File: config.mk
export PLATFORM = sky130hd
export DESIGN_NAME = sram_rd_pipe
export DESIGN_NICKNAME = d
export VERILOG_FILES = /design/src/rtl/sram_rd_pipe.sv
export SDC_FILE = /design/constraint.sdc
export NUM_CORES = 1
export LEC_CHECK = 0
export ABC_CLOCK_PERIOD_IN_PS = 800
export BUFFER_PORTS_ARGS = -buffer_cell sky130_fd_sc_hd__buf_2
export CORE_AREA = 2 2 39 41
export DETAILED_ROUTE_END_ITERATION = 8
export DIE_AREA = 0 0 41 43
export SLEW_MARGIN = 20
export SYNTH_ARGS = -nofsm -noshare
export SYNTH_HDL_FRONTEND = slang
export SYNTH_SLANG_ARGS = --single-unit
File: constraint.sdc
create_clock -name clk -period 0.8 [get_ports clk]
set_input_delay 0.04 -clock clk [delete_from_list [all_inputs] [get_ports clk]]
set_output_delay 0.04 -clock clk [all_outputs]
set_load 0.005 [all_outputs]
File: src/rtl/sram_rd_pipe.sv
// Valid+data shift register forming the read-latency pipeline of the SRAM model.
// The last stage drives the outputs; data is forced to zero when that stage is empty.
module sram_rd_pipe #(
    parameter int dw    = 8,
    parameter int depth = 1
) (
    input  logic          clk,
    input  logic          rst_n,
    input  logic          in_valid,
    input  logic [dw-1:0] in_data,
    output logic          out_valid,
    output logic [dw-1:0] out_data,
    output logic          last_load
);

    logic [depth-1:0] vld;
    logic [dw-1:0]    dat [depth];

    always_ff @(posedge clk or negedge rst_n) begin
        if (!rst_n) begin
            vld <= '0;
            for (int i = 0; i < depth; i++) begin
                dat[i] <= '0;
            end
        end else begin
            vld[0] <= in_valid;
            dat[0] <= in_data;
            for (int i = 1; i < depth; i++) begin
                vld[i] <= vld[i-1];
                dat[i] <= dat[i-1];
            end
        end
    end

    // Asserted on the edge that moves a valid read into the last stage.
    generate
        if (depth == 1) begin : g_last_single
            assign last_load = in_valid;
        end else begin : g_last_multi
            assign last_load = vld[depth-2];
        end
    endgenerate

    assign out_valid = vld[depth-1];
    assign out_data  = vld[depth-1] ? dat[depth-1] : '0;

endmodule

; Yosys cells after proc, flatten, opt, wreduce, memory -nomap -nowiden
; Cells that the tools add are included.
[totals]
elab_cells = 3
ff_bits = 9
inputBits = 11
[classes]
mux = 1
[ops]
columns = cell, n
row1 = $mux 8, 1

; Logic depth before layout (Yosys ltp)
[depth]
ltp_word = 1
mapped_depth = 1
ltp_nobuf = 1

; Worst setup path after synthesis
; Ideal clock, no wire load.
[synth_timing]
path_kind = register to output
from = register vld (netlist: out_valid)
to = output port out_data[4]
setup_slack_ns = 0.173
required_time_ns = 0.760
stages_incl_launch_ff = 2
arrival_time_ns = 0.587
n_path_buf = 0
path_cell_list = dfrtp_1 -> and2_1
[synth_via]
elab_chain_len = 1
[synth_rtl]
columns = item, line
row1 = "start, declared", 16  ; logic [depth-1:0] vld;
row2 = "start signal, assigned by index", 29  ; vld[i] <= vld[i-1];
row3 = $mux 8, 45  ; assign out_data = vld[depth-1] ? dat[depth-1] : '0;
row4 = "end, declared", 12  ; output logic [dw-1:0] out_data,
; No other way between the ends.

; Worst setup path in the final report
[layout_timing]
from = register vld (netlist: out_valid)
to = output port out_data[2]
; The elaborated chain is that of the path after synthesis.

==> metrics.yaml <==
setup_path:
  arrival_ns: 0.96
  slowest_delay_ns: 0.44
  cp_slowest_cell: "dfrtp_2"
  end_kind: "output pin"
  cp_max_fo: 9
  worstSetupPathType: "flip-flop to output pin"
  path_cells: "and2_1 -> buf_2"
  crit_path_start_kind: "flip-flop"
  crit_required_ns: 0.76
final_layout:
  area_growth_syn_to_layout_pct: 85.0
  final_cells: 67
  fin_nets: 63
  layout-drive-gt1-share_pct: 47.1
  diodes: 0
  design_area_um2: 523
sta:
  max_freq_mhz: 996
  slew_headroom_pct: 87.5
  grt_setup_unrepaired: "yes"
  worstMarginPinSlew_ns: 0.188
  setup_slack_ns: -0.204
  period_minus_slack_ns: 1.00
  hold_viol: 0
  slew_viol_final: 0
  finalSetupViolations: 9
  period_share_pct: 125
drt:
  vias: 258
  drt-vias-per-instance: 3.85
  drt_pre_antenna_iters: 1
  drt_iter0_drc: 0
  ant_nets: 0
  wire_per_inst_um: 11.1
  totalWireLength_um: 746
  drcViolationCount: 0
global_route:
  overflow: 0
  antenna_found_initial: 0
  grtUsageTotal_pct: 10.4
  grt_pass1_vias: 292
  grt_pass1_wl_um: 1080
  grt_max_degree: 10
logic_synthesis:
  synth_nets: 29
  yosysSeqAreaShare_pct: 79.6
  ys.warnings.count: 0
  ys_top_cells_by_area: "dfrtp_1 80%, and2_1 18%, buf_4 2.7%"
  netlist_instances: 18
  synth_top_area_cell: "dfrtp_1"
  ys_types: 3
  synth_area_per_cell_um2: 15.7
  synth_seq_cells: 9
  syn_area_um2: 283
  synth_top_cell_area_share_pct: 79.6
place:
  place_inst: 53
  portBuffers: 20
  placed_area_um2: 395
  pre_cts_ws_ns: 0.0483
  gp_congestion: 0.598
clock_tree:
  cts.reportedPaths.clkPinSlew_ns: 0.06
  clockBufferDepth: 2
  cts_root_buf: "clkbuf_4"
  cts_buffers: 3
  cts_sinks: 9
  cts_setup_buffers: 0
  cts_tree: "done"
  htreeDepth: 1
floorplanning:
  die_area_um2: 1760
  pin_count: 21
  start_util_pct: 20.4
  row_count: 14
  core_area_um2: 1380
  die_w_um: 41
  die_y_um: 43
flow_run:
  maxCapViolCount: 0
min_path:
  min_path_type: "input port to asynchronous set/reset pin"
pwr:
  p_leak_nw: 0.267
  power_density_nw_per_um2: 1790
  ir_worst_vdd_v: 0.000972
run_status:
  status: "complete, but fails checks"
  violations: "setup timing"
-- layout by cell type (no fill, tap or decap) --
cell,count
dlygate4sd3_1,10
dfrtp_2,1
clkbuf_4,3
dfrtp_1,8
clkbuf_1,1
buf_2,20
and2_1,8
-- timing repair --
item / CTS / global route
pin swaps: 1 / 0
resized for setup: 0 / 1
endpoints found under the setup margin: 9 / 9
hold buffers: 10 / 0
endpoints found under the hold margin: 18 / 0
-- worst max-delay path: cells and delay by family, from the launching register on --
family | cells | cell delay [ns]
buf+inv | 1 | 0.12
flops | 1 | 0.44
simple gates | 1 | 0.15
-- flip-flops by register name, indices dropped and copies added (netlist names) --
register,count
dat,8
out_valid,1
-- layout make-up --
type                       count  area (µm²)
sequential                     9         226
tap                           16        20.0
multi-input combinational      8        50.0
timing repair buffer          30         200
fill                         126         861
clock buffer                   4        26.3
-- routing by layer --
metal | track usage (%) | part of all wire, % | vias to the layer above | wire length [µm]
li1 | - | - | 120 | -
met1 | 8.90 | 32 | 111 | 237
met2 | 16.6 | 50 | 23 | 376
met3 | 1.05 | 13 | 4 | 98
met4 | 14.0 | 4.6 | 0 | 34
met5 | 0 | 0 | - | 0
-- synth_stat cells --
cell type / count
and2_1: 8
dfrtp_1: 9
buf_4: 1
-- kinds of logic after synthesis --
group         share of synthesized area (%)
buf+inv                                2.66
flops                                  79.6
simple gates                           17.7
-- stage by stage --
| stage | hold WS, ns | utilization [%] | TNS (ns) | power [mW] |
|---|---|---|---|---|
| floorplan | -0.256 | - | 0 | 0.515 |
| global placement | -0.107 | 28.6 | 0 | 0.571 |
| detailed placement | -0.106 | 28.6 | 0 | 0.573 |
| CTS | 0.160 | 37.7 | -1.83 | 0.940 |
| global route | 0.163 | 37.8 | -2.09 | 0.993 |
| finish | 0.157 | 37.8 | -1.66 | 0.937 |
-- power breakdown --
part           internal [mW]  switching, mW
clock network          0.191          0.143
logic                 0.0755         0.0404
registers              0.479        0.00838
total                  0.745          0.191
-- worst paths after layout --
| check | startpoint | endpoint | slack (ns) | cells after the start |
|---|---|---|---|---|
| hold / removal | rst_n | out_valid | 0.16 | 2 |
| setup / recovery | out_valid | out_data[2] | -0.20 | 2 |
| max in group asynchronous | rst_n | out_valid | 0.46 | 2 |
| min in group clk | in_valid | last_load | 0.28 | 2 |
(Power assumes the default switching activity.)
